$ cat src/rtl/alu_pkg.sv
// Shared encodings for the multi-cycle ALU: op codes, FSM states and flag bit positions.
package alu_pkg;

  localparam logic [2:0] OP_ADD  = 3'b000;
  localparam logic [2:0] OP_SUB  = 3'b001;
  localparam logic [2:0] OP_AND  = 3'b010;
  localparam logic [2:0] OP_NOTB = 3'b011;
  localparam logic [2:0] OP_SHL  = 3'b100;
  localparam logic [2:0] OP_LSR  = 3'b101;
  localparam logic [2:0] OP_ASR  = 3'b110;
  localparam logic [2:0] OP_MUL  = 3'b111;

  typedef enum logic {
    S_IDLE = 1'b0,
    S_BUSY = 1'b1
  } state_t;

  localparam int FLAG_Z = 0;
  localparam int FLAG_N = 1;
  localparam int FLAG_V = 2;

  // True for the three ops that iterate one bit position per BUSY cycle.
  function automatic logic is_shift(input logic [2:0] op);
    return (op == OP_SHL) || (op == OP_LSR) || (op == OP_ASR);
  endfunction

endpackage

$ cat src/rtl/alu_core.sv
// Combinational single-cycle datapath: ADD, SUB, AND, NOTB plus signed overflow.
module alu_core
  import alu_pkg::*;
#(
  parameter int W = 16
) (
  input  logic [2:0]   op,
  input  logic [W-1:0] a,
  input  logic [W-1:0] b,
  output logic [W-1:0] result,
  output logic         ovf
);

  logic [W-1:0] sum;
  logic [W-1:0] diff;

  assign sum  = a + b;
  assign diff = a + ~b + W'(1);

  // Select the single-cycle result; overflow is only meaningful for ADD and SUB.
  always_comb begin
    result = '0;
    ovf    = 1'b0;
    case (op)
      OP_ADD: begin
        result = sum;
        ovf    = (a[W-1] == b[W-1]) && (sum[W-1] != a[W-1]);
      end
      OP_SUB: begin
        result = diff;
        ovf    = (a[W-1] != b[W-1]) && (diff[W-1] != a[W-1]);
      end
      OP_AND:  result = a & b;
      OP_NOTB: result = ~b;
      default: begin
        result = '0;
        ovf    = 1'b0;
      end
    endcase
  end

endmodule

$ cat src/rtl/alu_mc.sv
// Multi-cycle ALU with start/done handshake, iterative shifts, shift-add multiply
// and registered {V,N,Z} status.
module alu_mc
  import alu_pkg::*;
#(
  parameter int W = 16
) (
  input  logic                 clk,
  input  logic                 reset,
  input  logic                 start,
  input  logic [2:0]           ALUop,
  input  logic [W-1:0]         Ain,
  input  logic [W-1:0]         Bin,
  output logic                 ready,
  output logic                 done,
  output logic [W-1:0]         out,
  output logic [2:0]           status
);

  localparam int SW = $clog2(W);

  state_t         state;
  logic [2:0]     op_q;
  logic [W-1:0]   a_q;
  logic [W-1:0]   b_q;
  logic [W-1:0]   acc_q;
  logic [SW-1:0]  cnt_q;

  logic [W-1:0]   core_result;
  logic           core_v;
  logic [W-1:0]   shift_next;
  logic [W-1:0]   mul_next;
  logic [W-1:0]   fin_result;
  logic           fin_v;
  logic           finish;
  logic [2:0]     fin_flags;

  alu_core #(.W(W)) u_core (
    .op     (op_q),
    .a      (a_q),
    .b      (b_q),
    .result (core_result),
    .ovf    (core_v)
  );

  // One-bit step of the shift register for the latched shift op.
  always_comb begin
    shift_next = acc_q;
    case (op_q)
      OP_SHL:  shift_next = {acc_q[W-2:0], 1'b0};
      OP_LSR:  shift_next = {1'b0, acc_q[W-1:1]};
      OP_ASR:  shift_next = {acc_q[W-1], acc_q[W-1:1]};
      default: shift_next = acc_q;
    endcase
  end

  // Shift-add step: a_q is the multiplicand moving left, b_q the multiplier moving right.
  assign mul_next = acc_q + (b_q[0] ? a_q : '0);

  // Decide whether this BUSY cycle completes the op and what gets written back.
  always_comb begin
    fin_result = core_result;
    fin_v      = core_v;
    finish     = 1'b1;
    if (is_shift(op_q)) begin
      fin_result = acc_q;
      fin_v      = 1'b0;
      finish     = (cnt_q == '0);
    end else if (op_q == OP_MUL) begin
      fin_result = mul_next;
      fin_v      = 1'b0;
      finish     = (cnt_q == '0);
    end
    fin_flags         = '0;
    fin_flags[FLAG_Z] = (fin_result == '0);
    fin_flags[FLAG_N] = fin_result[W-1];
    fin_flags[FLAG_V] = fin_v;
  end

  // Control FSM plus iteration registers and the result/status registers.
  always_ff @(posedge clk) begin
    if (reset) begin
      state  <= S_IDLE;
      ready  <= 1'b1;
      done   <= 1'b0;
      out    <= '0;
      status <= '0;
      op_q   <= OP_ADD;
      a_q    <= '0;
      b_q    <= '0;
      acc_q  <= '0;
      cnt_q  <= '0;
    end else begin
      done <= 1'b0;
      case (state)
        S_IDLE: begin
          if (start) begin
            op_q  <= ALUop;
            a_q   <= Ain;
            b_q   <= Bin;
            state <= S_BUSY;
            ready <= 1'b0;
            if (ALUop == OP_MUL) begin
              acc_q <= '0;
              cnt_q <= SW'(W - 1);
            end else begin
              acc_q <= Ain;
              cnt_q <= Bin[SW-1:0];
            end
          end
        end
        S_BUSY: begin
          if (finish) begin
            out    <= fin_result;
            status <= fin_flags;
            done   <= 1'b1;
            ready  <= 1'b1;
            state  <= S_IDLE;
          end else begin
            cnt_q <= cnt_q - 1'b1;
            if (op_q == OP_MUL) begin
              acc_q <= mul_next;
              a_q   <= {a_q[W-2:0], 1'b0};
              b_q   <= {1'b0, b_q[W-1:1]};
            end else begin
              acc_q <= shift_next;
            end
          end
        end
        default: begin
          state <= S_IDLE;
          ready <= 1'b1;
        end
      endcase
    end
  end

endmodule
$ cat config.mk
export PLATFORM = sky130hd
export DESIGN_NAME = alu_mc
export DESIGN_NICKNAME = d
export VERILOG_FILES = /design/src/rtl/alu_pkg.sv /design/src/rtl/alu_core.sv /design/src/rtl/alu_mc.sv
export SDC_FILE = /design/constraint.sdc
export NUM_CORES = 1
export LEC_CHECK = 0
export ABC_AREA = 1
export BUFFER_PORTS_ARGS = -buffer_cell sky130_fd_sc_hd__buf_2
export CORE_UTILIZATION = 53
export DETAILED_ROUTE_END_ITERATION = 8
export GPL_TIMING_DRIVEN = 0
export PLACE_DENSITY_LB_ADDON = 0.08
export SYNTH_ARGS = -nofsm -noshare
export SYNTH_HDL_FRONTEND = slang
export SYNTH_SLANG_ARGS = --single-unit
$ cat constraint.sdc
create_clock -name clk -period 3.4 [get_ports clk]
set_clock_uncertainty 0.2 [all_clocks]
set_input_delay 0.51 -clock clk [delete_from_list [all_inputs] [get_ports clk]]
set_output_delay 0.51 -clock clk [all_outputs]
set_load 0.02 [all_outputs]
; Word-level counts from Yosys, hierarchy flattened
; Index checks and enable logic that the tools add are counted.
[classes]
n_addsub = 5
n_mul = 0
div_mod_pow = 0
magnitude_cmp = 0
eq_ne = 19
shifts = 0
n_mux = 34
bitwise_logic = 3
reduce_logical = 15
[ops]
columns = operator, n
row1 = $mux W16, 13
row2 = $pmux W16 S2, 3
row3 = $pmux W16 S4, 1
row4 = $add A16 B16 Y16, 3
row5 = $pmux W16 S3, 1
row6 = $add A16 B1 Y16 const B, 1
row7 = $and A16 B16 Y16, 1
row8 = $logic_not A16 Y1, 1
row9 = $not A16 Y16, 1
row10 = $eq A3 B3 Y1 const B, 5
row11 = $mux W4, 3
row12 = $mux W1, 9
row13 = $pmux W4 S2, 1
row14 = $reduce_and A2 Y1, 4
row15 = $eq A3 B2 Y1 const B, 2
row16 = $pmux W1 S2, 3
row17 = $reduce_and A3 Y1, 2
row18 = $ne A5 B1 Y1 const B, 1
row19 = $logic_not A4 Y1, 1
row20 = $ne A2 B1 Y1 const B, 2
row21 = $ne A2 B2 Y1 const B, 2
row22 = $ne A4 B1 Y1 const B, 1
row23 = $reduce_and A4 Y1, 1
row24 = $sub A4 B1 Y4 const B, 1
row25 = 9 further kinds, 13
[word_totals]
reg_bits = 77
latchBits = 0
ram_bits = 0
mem_bits_ro = 0
output_inout_bits = 21
elab_cells = 87
mem_count = 0

; Depth between registers and ports, before layout
[depth]
depth_word = 8
ltp_mapped = 20

; By module
; From an unflattened synthesis, not the netlist that was laid out.
[hier_totals]
hier_cells = 1224
area_unflattened_um2 = 7262.0
[by_module_without_submodules]
columns = mod, n_inst, cells_per_inst, area_each_um2, seq_area_each_um2
row1 = alu_mc, 1, 760, 4828.4, 1521.5
row2 = alu_core, 1, 464, 2433.6, 0.0

; Least setup slack after synthesis
; Ideal clock, no wire load.
[synth_timing]
path_kind = register to register
from = register b_q[0]
to = register out[12]
setup_time_ns = 0.117
arrival_time_ns = 2.285
required_ns = 3.083
path_slack_ns = 0.798
stages_incl_launch_ff = 15
path_buffers = 2
period_less_slack_ns = 2.602
path_cell_list = dfxtp_1 > clkbuf_1 > clkbuf_1 > nand2_1 > inv_1 > ha_1 > a21oi_1 > nor2_1 > nor2_1 > nand2_1 > nand2_1 > nand2_1 > o21ai_0 > nand3_1 > a22o_1
[synth_between]
elab_chain_cells = 6
[synth_rtl]
columns = element, line
row1 = from (decl), alu_mc.sv:25  ; logic [W-1:0] b_q;
row2 = from (signal assigned), alu_mc.sv:100  ; b_q <= Bin;
row3 = from (signal assigned), alu_mc.sv:124  ; b_q <= {1'b0, b_q[W-1:1]};
row4 = $not A16 Y16, alu_core.sv:18  ; assign diff = a + ~b + W'(1);
row5 = $add A16 B16 Y16, alu_core.sv:18
row6 = $add A16 B1 Y16, alu_core.sv:18
row7 = $pmux W16 S4, alu_core.sv:24  ; case (op)
row8 = $mux W16 (*), alu_mc.sv:69  ; end else if (op_q == OP_MUL) begin
row9 = $mux W16 (*), alu_mc.sv:65  ; if (is_shift(op_q)) begin
row10 = to (signal assigned), alu_mc.sv:114  ; out <= fin_result;
row11 = to (decl), alu_mc.sv:16  ; output logic [W-1:0] out,
; Mark *: on every way between the ends. The rest lies on a longest branch, timed or not.
; A chain may end at the register's enable or synchronous reset.

; Final worst setup path
[layout_timing]
from = register a_q[0]
to = register status[0]
[layout_between]
elab_chain_cells = 6
[layout_rtl]
columns = element, line
row1 = from (decl), alu_mc.sv:24  ; logic [W-1:0] a_q;
row2 = from (signal assigned), alu_mc.sv:99  ; a_q <= Ain;
row3 = from (signal assigned), alu_mc.sv:123  ; a_q <= {a_q[W-2:0], 1'b0};
row4 = $add A16 B16 Y16, alu_core.sv:18
row5 = $add A16 B1 Y16, alu_core.sv:18
row6 = $pmux W16 S4, alu_core.sv:24
row7 = $mux W16 (*), alu_mc.sv:69
row8 = $mux W16 (*), alu_mc.sv:65
row9 = $logic_not A16 Y1 (*), alu_mc.sv:75  ; fin_flags[FLAG_Z] = (fin_result == '0);
row10 = to (signal assigned), alu_mc.sv:115  ; status <= fin_flags;
row11 = to (decl), alu_mc.sv:17  ; output logic [2:0] status
; Marked as above.

==> impl_metrics.ini <==
[power_and_ir_drop]
ir_drop_worst_vdd_mv = 0.348
pwr-share-clk = 0.336
power.share.sequential = 0.324
internal_power_mw = 1.98
sw_frac_of_total = 0.384
power.share.combinational = 0.341
power_leakage_nw = 3.91
netSwitchingPower_mw = 1.23
power.density_nw_per_um2 = 421

[setup_path]
timing.reg2reg.setup_slack_ns = 0.25
r2r_cells = 19
critical_path_required_ns = 3.48
timing.critical_path.cells = ha_4 -> ha_2 -> inv_1 -> fa_1 -> inv_1 -> nand3_1 -> nand2_1 -> nand3_1 -> nand2_1 -> nand2_1 -> nand3_1 -> nand2_1 -> nor2_2 -> nand2_1 -> nor2_1 -> nand2_1 -> nor2_1 -> nand4_1 -> nand2_1
critPathMostFrequentCell = nand2_1
start_kind = flip-flop
timing.rr.end = status[0]
r2r-start = a_q[0]
critical_path.slowest_cell = fa_1
crit_fanout = 4
timing.critical_path.to_type = flip-flop
critical-path-max-stage-delay_ns = 0.42
path_class = flip-flop to flip-flop
cp_data_arrival_time_ns = 3.23

[synthesis]
ys_types = 41
postSynthAreaPerCell_um2 = 5.98
synth-seq-area-share = 0.225
synth_enable_flop_cells = 0
yosys-top-cells-area = dfxtp_1, nand2_1, ha_1
netlist_area_um2 = 6760
synthCells = 1130
synth.mux.area_fraction = 0
synth_async_sr_flop_share = 0
post_synth_fa_ha_maj_area_fraction = 0.0977
mappedNetlistNets = 1219
synth-seq-cells = 76
synth_compound_area_frac = 0.220
synth_top_area_frac = 0.225
post_synth_and_or_nand_nor_area_fraction = 0.324
synth_ff_type = dfxtp_1
yosys_warnings = 0
synth.largest_area_cell = dfxtp_1
dominant_combinational_cell_family_by_area_after_synthesis = simple AND/OR/NAND/NOR gates
post_synth_xor_area_fraction = 0.0104

[grt]
initial_antenna_violation_count = 0
grt_max_degree = 15
grt-ovfl-total = 0
first_pass_grt_wire_length_um = 37200
grt_util_all_layers = 0.369
first_global_vias = 7212

[clocking]
cts.sinks = 76
cts.reportedPaths.clkPinSlew_ns = 0.07
clock_latency_of_the_later_clocked_register_in_the_worst_skew_pair_ns = 0.34
cts-htree-levels = 3
cts.root.buffer_cell = clkbuf_16
post_cts_hold_buffer_count = 0
number_of_buffers_between_clock_root_and_the_deepest_sink = 2
cts-buffers-inserted = 9
tritoncts_clock_tree = done

[die]
design.core.area_um2 = 12200
placementRows = 40
dieWidth_um = 115
dieHeight_um = 115
ioPinCount = 59
dieArea_um2 = 13200
start_util = 0.554

[outcome]
outcome = complete, no violations

[worst_hold_path]
hold_path_startpoint = ALUop[1]
min_delay_worst_type = input pin to flip-flop
min_delay_worst_endpoint = op_q[1]
timing.hold.worst_path_depth = 3

[timing]
max-slew-margin-rel = 0.490
timing.final.crit_share = 0.926
drv_slew = 0
tightest_slew_ns = 0.763
setup_viol = 0
worst_hold_slack_ns = 0.227
fmaxAchievable_mhz = 318
final.setup.worst_slack_ns = 0.251
setup_tns_ns = 0
min_period_ns = 3.15
final-hold-violation-count = 0

[place]
port-buffer-count = 57
gp_congestion = 0.955
placement.setup.worst_slack_ns = -0.105
dp_hpwl_um = 18900
postPlaceCellArea_um2 = 7260

[final_layout]
multi_input_comb_area_um2 = 4430
final_design_area_no_fill_um2 = 7620
drive_above_1_share = 0.0931
antenna_cells = 0
final_core_utilization = 0.624
finalNetCount = 1287
syn_to_layout_area_delta_pct = 12.7
regArea_um2 = 1520
layout.filler_cells = 1262

[drt]
detail_route.first_pass.iterations = 6
antenna_violating_nets_left = 0
vias = 8124
post-route-drc-count = 0
post_drt_via_cell_ratio = 5.93
first_iter_violations = 991
wl_per_cell_um = 17.3
drt-total-wl_um = 23800

[flow_run]
max_cap_viol_count = 0
-- stage by stage --
stage                     instances  power (mW)
after floorplan                1130        1.79
after global placement         1355        2.09
after detailed placement       1355        2.10
after CTS                      1371        3.16
after global routing           1371        3.37
final                          1371        3.21
-- how the worst max path moves through the flow --
| stage | from | endpoint | slack [ns] |
|---|---|---|---|
| 4_1_cts | b_q[0] | status[0] | 0.006 |
| 2_1_floorplan | b_q[0] | out[12] | 0.80 |
| 6_report | a_q[0] | status[0] | 0.25 |
| 5_1_grt | b_q[0] | status[0] | -0.008 |
| 3_3_place_gp | b_q[0] | status[0] | -0.10 |
| 3_5_place_dp | b_q[0] | status[0] | -0.10 |
-- repair_timing --
| item | CTS | global route |
|---|---|---|
| buffers inserted | 0 | 0 |
| setup endpoints to repair | 1 | 8 |
| gates resized for setup | 1 | 13 |
-- sequential cells by signal, summed over array words and instances, names as in the netlist --
name / count
out: 15
cnt_q: 4
b_q: 16
ready: 1
op_q: 3
acc_q: 16
status: 3
state: 1
done: 1
a_q: 16
-- layout by cell type, fill, tap and decap left out, types with 9 or more instances in the layout --
master | netlist | final
a22oi_1 | 11 | 11
a21oi_1 | 63 | 62
clkbuf_16 | 0 | 9
nand3_1 | 96 | 96
nor2_1 | 89 | 87
nand4_1 | 16 | 16
buf_2 | 18 | 75
ha_1 | 48 | 46
o21ai_0 | 100 | 100
nand2_1 | 304 | 304
inv_1 | 156 | 156
dfxtp_1 | 76 | 75
nor3_1 | 10 | 10
a31oi_1 | 35 | 35
clkbuf_1 | 30 | 28
-- cells in the mapped netlist, types with 2 or more instances --
cell and count:
a22oi_1 11, xor2_1 3, nand4_1 16, a21oi_1 63, clkbuf_1 30, buf_2 18
nor3_1 10, nand3b_1 6, nand2_1 304, dfxtp_1 76, fa_1 3, o221ai_1 4
nor2_1 89, o21bai_1 8, xnor2_1 5, a31oi_1 35, a22o_1 8, o22ai_1 7
nand3_1 96, o21ai_0 100, inv_2 5, ha_1 48, a221oi_1 7, buf_1 2
a211oi_1 2, inv_1 156, o211ai_1 4
-- cell type report --
class / count / share of cell area
buffer: 51 / 0.0296
timing repair buffer: 57 / 0.0374
tap: 168 / 0.0276
clock inverter: 6 / 0.0123
clock buffer: 10 / 0.0314
multi-input combinational: 841 / 0.582
inverter: 162 / 0.0801
sequential: 76 / 0.200
-- cells by family after synthesis --
| logic type | count (synthesis) |
|---|---|
| adders and majority gates | 51 |
| DFF | 76 |
| AOI/OAI and AO/OA | 255 |
| and+or+nand+nor | 527 |
| buffers and inverters | 213 |
| xor gates and xnor gates | 8 |
-- layer usage --
| layer | GRT usage | wire length (um) | vias up |
|---|---|---|---|
| met4 | 0.139 | 930 | 0 |
| li1 | - | - | 3886 |
| met2 | 0.554 | 9840 | 523 |
| met1 | 0.527 | 10300 | 3655 |
| met5 | 0 | 0 | - |
| met3 | 0.0606 | 2650 | 60 |
-- critical path, delay by kind of cell (launching register included) --
family,cells,cell delay [ns]
AND/OR/NAND/NOR,14,1.45
adder cells (fa/ha/maj),3,0.82
flip-flops,1,0.38
buffers and inverters,2,0.22
-- power groups by stage --
stage	clock network, mW	logic [mW]	registers (mW)
floorplan	0	0.739	1.05
global placement	0	1.03	1.05
detailed placement	0	1.05	1.05
CTS	1.07	1.05	1.04
global route	1.11	1.22	1.05
finish	1.08	1.09	1.04
(Power assumes the default switching activity.)
